## config.mk

```make
export PLATFORM = sky130hd
export DESIGN_NAME = receiver_flat
export DESIGN_NICKNAME = d
export VERILOG_FILES = /design/src/rtl/rx_pkg.sv /design/src/rtl/receiver_if.sv /design/src/rtl/rx_shifter.sv /design/src/rtl/receiver.sv /design/src/flat_wrapper.sv
export SDC_FILE = /design/constraint.sdc
export NUM_CORES = 1
export LEC_CHECK = 0
export BUFFER_PORTS_ARGS = -buffer_cell sky130_fd_sc_hd__buf_2
export CORE_UTILIZATION = 30
export CTS_CLUSTER_DIAMETER = 200
export DETAILED_ROUTE_END_ITERATION = 12
export MAX_ROUTING_LAYER = met4
export SYNTH_ARGS = -nofsm -noshare
export SYNTH_HDL_FRONTEND = slang
export SYNTH_SLANG_ARGS = --single-unit
```

## constraint.sdc

```tcl
create_clock -name Clk_S -period 1.42 [get_ports Clk_S]
set_input_delay 0.284 -clock Clk_S [delete_from_list [all_inputs] [get_ports Clk_S]]
set_output_delay 0.284 -clock Clk_S [all_outputs]
set_load 0.005 [all_outputs]
```

## src/rtl/rx_pkg.sv

```systemverilog
// Shared definitions for the serial-frame receiver.
//   FRAME_BITS : payload width per frame (55)
//   CNT_W      : width of the bit down-counter
//   IDLE_LEVEL : level of the idle serial line (also the good stop level)
//   rx_state_t : receiver FSM state encoding
//   parity_step: one step of the running even-parity accumulator
package rx_pkg;

  localparam int   FRAME_BITS = 55;
  localparam int   CNT_W      = 6;
  localparam logic IDLE_LEVEL = 1'b1;

  typedef enum logic [2:0] {
    ST_IDLE      = 3'd0,
    ST_DATA      = 3'd1,
    ST_PARITY    = 3'd2,
    ST_STOP      = 3'd3,
    ST_WAIT_HIGH = 3'd4
  } rx_state_t;

  function automatic logic parity_step(input logic par, input logic bit_in);
    return par ^ bit_in;
  endfunction

endpackage

```

## src/rtl/receiver_if.sv

```systemverilog
// Serial input and consumer handshake of the receiver.
//   S_Data        : serial line (idles high)
//   RX_Ack        : consumer accepts RX_Data
//   RX_Data       : last good payload, RX_Data[54] received first
//   RX_Data_Valid : RX_Data unconsumed
//   RX_Frame_Err  : one-cycle pulse on bad stop / bad parity
//   RX_Overrun    : one-cycle pulse when a good frame is dropped
// Modports: master = receiver side, slave = line driver / consumer side.
interface receiver_if;
  import rx_pkg::*;

  logic                  S_Data;
  logic                  RX_Ack;
  logic [FRAME_BITS-1:0] RX_Data;
  logic                  RX_Data_Valid;
  logic                  RX_Frame_Err;
  logic                  RX_Overrun;

  modport master (
    input  S_Data, RX_Ack,
    output RX_Data, RX_Data_Valid, RX_Frame_Err, RX_Overrun
  );

  modport slave (
    output S_Data, RX_Ack,
    input  RX_Data, RX_Data_Valid, RX_Frame_Err, RX_Overrun
  );

endinterface

```

## src/rtl/rx_shifter.sv

```systemverilog
// Payload shift register with bit down-counter and running parity.
//   clk, rst : clock, synchronous active-high reset
//   load     : arm a new frame (counter = FRAME_BITS-1, parity cleared)
//   shift_en : shift din into the LSB and count down
//   din      : serial input bit
//   data     : shift register contents (first bit ends up in the MSB)
//   done     : last payload bit is being taken this cycle
//   parity   : XOR of all bits shifted since the last load
module rx_shifter
  import rx_pkg::*;
(
  input  logic                  clk,
  input  logic                  rst,
  input  logic                  load,
  input  logic                  shift_en,
  input  logic                  din,
  output logic [FRAME_BITS-1:0] data,
  output logic                  done,
  output logic                  parity
);

  logic [FRAME_BITS-1:0] shift_r;
  logic [CNT_W-1:0]      cnt_r;
  logic                  par_r;

  // Shift register, counter and parity accumulator.
  always_ff @(posedge clk) begin
    if (rst) begin
      shift_r <= '0;
      cnt_r   <= '0;
      par_r   <= 1'b0;
    end else if (load) begin
      cnt_r <= CNT_W'(FRAME_BITS - 1);
      par_r <= 1'b0;
    end else if (shift_en) begin
      shift_r <= {shift_r[FRAME_BITS-2:0], din};
      cnt_r   <= cnt_r - CNT_W'(1);
      par_r   <= parity_step(par_r, din);
    end else begin
      shift_r <= shift_r;
      cnt_r   <= cnt_r;
      par_r   <= par_r;
    end
  end

  assign data   = shift_r;
  assign done   = shift_en && (cnt_r == '0);
  assign parity = par_r;

endmodule

```

## src/rtl/receiver.sv

```systemverilog
// Serial-frame receiver: start bit, 55 payload bits MSB first, optional
// even-parity bit, stop bit. Good frames are presented on RX_Data with a
// valid/ack handshake; framing and overrun errors are flagged as pulses.
//   Clk_S : clock
//   Rst   : synchronous active-high reset
//   rx    : receiver_if.master (serial line in, handshake and flags out)
// Optional feature: define RX_PARITY_EN to expect an even-parity bit after
// payload bit 0; without it the frame is start + 55 + stop.
module receiver
  import rx_pkg::*;
(
  input  logic       Clk_S,
  input  logic       Rst,
  receiver_if.master rx
);

  rx_state_t             state_r;
  logic [FRAME_BITS-1:0] data_out_r;
  logic                  valid_r;
  logic                  frame_err_r;
  logic                  overrun_r;

  logic                  load_s;
  logic                  shift_s;
  logic                  done_s;
  logic [FRAME_BITS-1:0] shift_data_s;
  logic                  parity_s;
  logic                  bad_parity_s;
  logic                  stop_ok_s;

  rx_shifter u_shifter (
    .clk      (Clk_S),
    .rst      (Rst),
    .load     (load_s),
    .shift_en (shift_s),
    .din      (rx.S_Data),
    .data     (shift_data_s),
    .done     (done_s),
    .parity   (parity_s)
  );

`ifdef RX_PARITY_EN
  logic par_err_r;
  assign bad_parity_s = par_err_r;
`else
  logic unused_parity_s;
  assign unused_parity_s = parity_s;
  assign bad_parity_s    = 1'b0;
`endif

  assign stop_ok_s = (rx.S_Data == IDLE_LEVEL) && !bad_parity_s;

  // Shifter control decoded from the current state.
  always_comb begin
    load_s  = 1'b0;
    shift_s = 1'b0;
    case (state_r)
      ST_IDLE: begin
        if (rx.S_Data != IDLE_LEVEL) begin
          load_s = 1'b1;
        end else begin
          load_s = 1'b0;
        end
      end
      ST_DATA: shift_s = 1'b1;
      default: begin
        load_s  = 1'b0;
        shift_s = 1'b0;
      end
    endcase
  end

  // Frame FSM, output word register and valid/ack handshake.
  always_ff @(posedge Clk_S) begin
    if (Rst) begin
      state_r     <= ST_IDLE;
      data_out_r  <= '0;
      valid_r     <= 1'b0;
      frame_err_r <= 1'b0;
      overrun_r   <= 1'b0;
`ifdef RX_PARITY_EN
      par_err_r   <= 1'b0;
`endif
    end else begin
      frame_err_r <= 1'b0;
      overrun_r   <= 1'b0;
      // An ack consumes the word; a load later in this block overrides it.
      if (valid_r && rx.RX_Ack) begin
        valid_r <= 1'b0;
      end
      case (state_r)
        ST_IDLE: begin
          if (rx.S_Data != IDLE_LEVEL) begin
            state_r <= ST_DATA;
          end
        end
        ST_DATA: begin
          if (done_s) begin
`ifdef RX_PARITY_EN
            state_r <= ST_PARITY;
`else
            state_r <= ST_STOP;
`endif
          end
        end
`ifdef RX_PARITY_EN
        ST_PARITY: begin
          // Even parity: the parity bit must equal the XOR of the payload.
          par_err_r <= rx.S_Data ^ parity_s;
          state_r   <= ST_STOP;
        end
`endif
        ST_STOP: begin
          if (stop_ok_s) begin
            if (!valid_r || rx.RX_Ack) begin
              data_out_r <= shift_data_s;
              valid_r    <= 1'b1;
            end else begin
              overrun_r <= 1'b1;
            end
            state_r <= ST_IDLE;
          end else begin
            frame_err_r <= 1'b1;
            // Only a low stop bit needs the line to recover before re-arming.
            state_r <= (rx.S_Data == IDLE_LEVEL) ? ST_IDLE : ST_WAIT_HIGH;
          end
        end
        ST_WAIT_HIGH: begin
          if (rx.S_Data == IDLE_LEVEL) begin
            state_r <= ST_IDLE;
          end
        end
        default: state_r <= ST_IDLE;
      endcase
    end
  end

  assign rx.RX_Data       = data_out_r;
  assign rx.RX_Data_Valid = valid_r;
  assign rx.RX_Frame_Err  = frame_err_r;
  assign rx.RX_Overrun    = overrun_r;

endmodule

```

## src/flat_wrapper.sv

```systemverilog
// flat-port wrapper written by rule: the top's interface ports become plain ports
module receiver_flat import rx_pkg::*;
  (Clk_S, Rst, rx_S_Data, rx_RX_Ack, rx_RX_Data, rx_RX_Data_Valid, rx_RX_Frame_Err, rx_RX_Overrun);
  receiver_if rx_i ();
  input  logic Clk_S;
  input  logic Rst;
  input wire logic [$bits(rx_i.S_Data)-1:0] rx_S_Data;
  input wire logic [$bits(rx_i.RX_Ack)-1:0] rx_RX_Ack;
  output wire logic [$bits(rx_i.RX_Data)-1:0] rx_RX_Data;
  output wire logic [$bits(rx_i.RX_Data_Valid)-1:0] rx_RX_Data_Valid;
  output wire logic [$bits(rx_i.RX_Frame_Err)-1:0] rx_RX_Frame_Err;
  output wire logic [$bits(rx_i.RX_Overrun)-1:0] rx_RX_Overrun;
  assign rx_i.S_Data = rx_S_Data;
  assign rx_i.RX_Ack = rx_RX_Ack;
  assign rx_RX_Data = rx_i.RX_Data;
  assign rx_RX_Data_Valid = rx_i.RX_Data_Valid;
  assign rx_RX_Frame_Err = rx_i.RX_Frame_Err;
  assign rx_RX_Overrun = rx_i.RX_Overrun;
  receiver u_core (.Clk_S(Clk_S), .Rst(Rst), .rx(rx_i));
endmodule
```

==> flow_summary.ini <==
[detailed_routing]
vias = 3698
final_antenna_net_count = 0
dr.pass1.iters = 4
drc = 0
routed_wl_mm = 10.5
post_drt_wl_per_cell_um = 12.6
routed_via_density = 4.44
drt_iter0_markers = 249

[synth]
synth_area_leaders = dfxtp_1, nand2b_1, mux2i_1, nand2_1, a21oi_1
synth_top_area_share_pct = 50.3
synth_edf_count = 0
yosys.area_share.adder_pct = 0.515
ys_warn_count = 0
synth_common_cells = dfxtp_1, nand2_1, nand2b_1, a21oi_1, mux2i_1
synth_mux_area_share_pct = 11.3
syn-num-nets = 536
syn_area_sq_um = 4860
synthArstFlopShare_pct = 0
synth_simple_gate_area_share_pct = 25.8
seq_area_frac_synth_pct = 50.3
synth_top_area_cell = dfxtp_1
ys_ff_latch = 122
synthCells = 530
synth_top_family_by_area = simple AND/OR/NAND/NOR gates
ys_types = 29
yosysMostFrequentCell = dfxtp_1
synth-xor-area-share_pct = 0.180
avgSynthCellArea_sq_um = 9.17
synthFlopType = dfxtp_1
synth_compound_area_share_pct = 7.54

[outcome]
violations = negative setup slack
status = finished with violations

[critical_path]
worstSetupPathType = flop to flop
required_ps = 1760
cp-start-kind = flop
worstSetupEndpointType = flop
worst_r2r_path_depth = 7
r2r_end = u_core.rx.RX_Data[23]
reg2reg_from = u_core.state_r[2]
regToRegSetupSlack_ps = -7
arrival_ps = 1770
crit_path_max_fanout = 6

[power_and_ir_drop]
irDropWorstVdd_v = 0.000805
clkPwrFrac_pct = 53.0
p_int_mw = 6.67
leakage_nw = 2.27
combPwrFrac_pct = 6.1
switching_share_pct = 21.6
p_switching_mw = 1.84
power_density_nw_per_um2 = 1320
p_seq_share_pct = 40.9

[placement]
dp_cells = 785
gp_congestion = 0.720
hpwl_mm = 6.01
dp_slack_ps = -144
port_buffers = 61

[floorplan]
rows = 46
die_w_um = 129
core_area_sq_um = 15800
initial_core_util_pct = 30.7
die_h_um = 129
num_io_pins = 62
die_area_sq_um = 16700

[timing]
worst_clock_skew_ps = 5.42
finalSetupViolations = 6
tightest_slew_ps = 320
fin_crit_ps = 1430
max_freq_mhz = 701
rsz0062_at_grt = yes
whs_ps = 202
slew_headroom_pct = 78.6
setup_slack_ps = -6.74
finalCritPeriodShare_pct = 100
finalSetupTns_ps = -24.3
finalMaxSlewViolations = 0
hold_violations = 0

[cts]
clock-root-buffer = clkbuf_16
h-tree-depth = 4
clkLatencyLatePin_ps = 410
cts_tree = built
cts_sinks = 122
postCtsHoldBufs = 0
cts_buffers = 17
path_clk_slew_ps = 60
cts_max_path_buffers = 2

[finish]
drive_gt1_share_pct = 22.2
num-nets-final = 611
syn_to_final_growth_pct = 32.2
final_util_pct = 40.6
regArea_sq_um = 2450
fillCellCount = 1546
finalNonFillerCells = 833
antenna_cells = 0
multi_input_comb_area_sq_um = 2260

[grt]
antenna_found_initial = 0
first_global_vias = 3557
grt_pass1_wl_mm = 17.0
grtUsageTotal_pct = 13.6
grt_overflow = 0
grt_max_degree = 91

[hold_path]
min_to = u_core.rx.RX_Overrun
min_path_type = primary input to flop
holdPathStages = 3
hold_start = rx_RX_Ack

[run]
maxCapViolations = 0
## layout by cell type (no fill, tap or decap), drive strengths merged, types with 5 or more instances in the layout
master	n
nor3	5
clkbuf	22
buf	92
a21oi	57
nand2	113
nand2b	112
dfxtp	122
mux2i	55
a311oi	5
clkinvlp	5
## power by group through the flow
stage                     logic, mW  clock network, mW  registers, mW
after floorplan               0.288                  0           3.55
after global placement        0.422                  0           3.55
after detailed placement      0.434                  0           3.55
after CTS                     0.462               4.61           3.48
after global routing          0.569               4.79           3.48
final                         0.521               4.51           3.48
## per-layer routing
layer  GRT usage [%]  part of all wire (%)
met3            4.05                   4.0
met4            6.37                   2.0
met5               -                     0
met2            21.2                    46
met1            16.1                    48
## kinds of logic (layout without fill, tap and decap cells)
kind of cell,after synthesis,in the layout
and+or+nand+nor,242,242
DFF,122,122
AOI/OAI and AO/OA,67,67
muxes,55,55
buffers and inverters,41,128
adders and majority gates,2,2
xor gates and xnor gates,1,1
## worst max path at each step
| stage | slack, ps | endpoint | start |
|---|---|---|---|
| 4_1_cts | -120 | u_core.rx.RX_Data[42] | u_core.state_r[2] |
| 3_3_place_gp | -60 | u_core.rx.RX_Data[3] | u_core.state_r[2] |
| 6_report | -7 | u_core.rx.RX_Data[23] | u_core.state_r[2] |
| 2_1_floorplan | 3 | u_core.u_shifter.data[23] | u_core.state_r[0] |
| 5_1_grt | -70 | u_core.rx.RX_Data[17] | u_core.state_r[2] |
| 3_5_place_dp | -140 | u_core.rx.RX_Data[51] | u_core.state_r[2] |
## registers in the layout, indices dropped and copies added, names as in the netlist
name and flops:
u_core.rx.RX_Frame_Err 1, u_core.state_r 3, u_core.rx.RX_Overrun 1, u_core.rx.RX_Data_Valid 1
u_core.u_shifter.data 55, u_core.rx.RX_Data 55, u_core.u_shifter.cnt_r 6
## what timing repair did
item	in CTS	in global routing
pin swaps	2	4
endpoints found under the setup margin	63	114
setup buffers	8	6
cloned	4	2
gates resized for setup	11	11
## cell type report
type                            instances  share of cell area, %
Sequential cell                       122                   38.1
Multi-Input combinational cell        367                   35.2
Timing Repair Buffer                   94                   12.7
Clock buffer                           20                   6.95
Tap cell                              216                   4.21
Clock inverter                         11                   2.67
Inverter                                3                  0.175
## through the flow
stage / power (mW) / cell area, sq um
after floorplan: 3.83 / 4860
after global placement: 3.97 / 5480
after detailed placement: 3.98 / 5480
after CTS: 8.55 / 6380
after global routing: 8.84 / 6430
final: 8.51 / 6430
## worst max-delay path, cell delays in order, from the launching register on
cell and delay (ps):
dfxtp_4 340, nand4b_1 180, buf_6 150, nor2b_4 120
buf_12 150, buf_12 120, buf_16 120, mux2i_1 160
No activity file was read; power rests on OpenSTA's default activity.
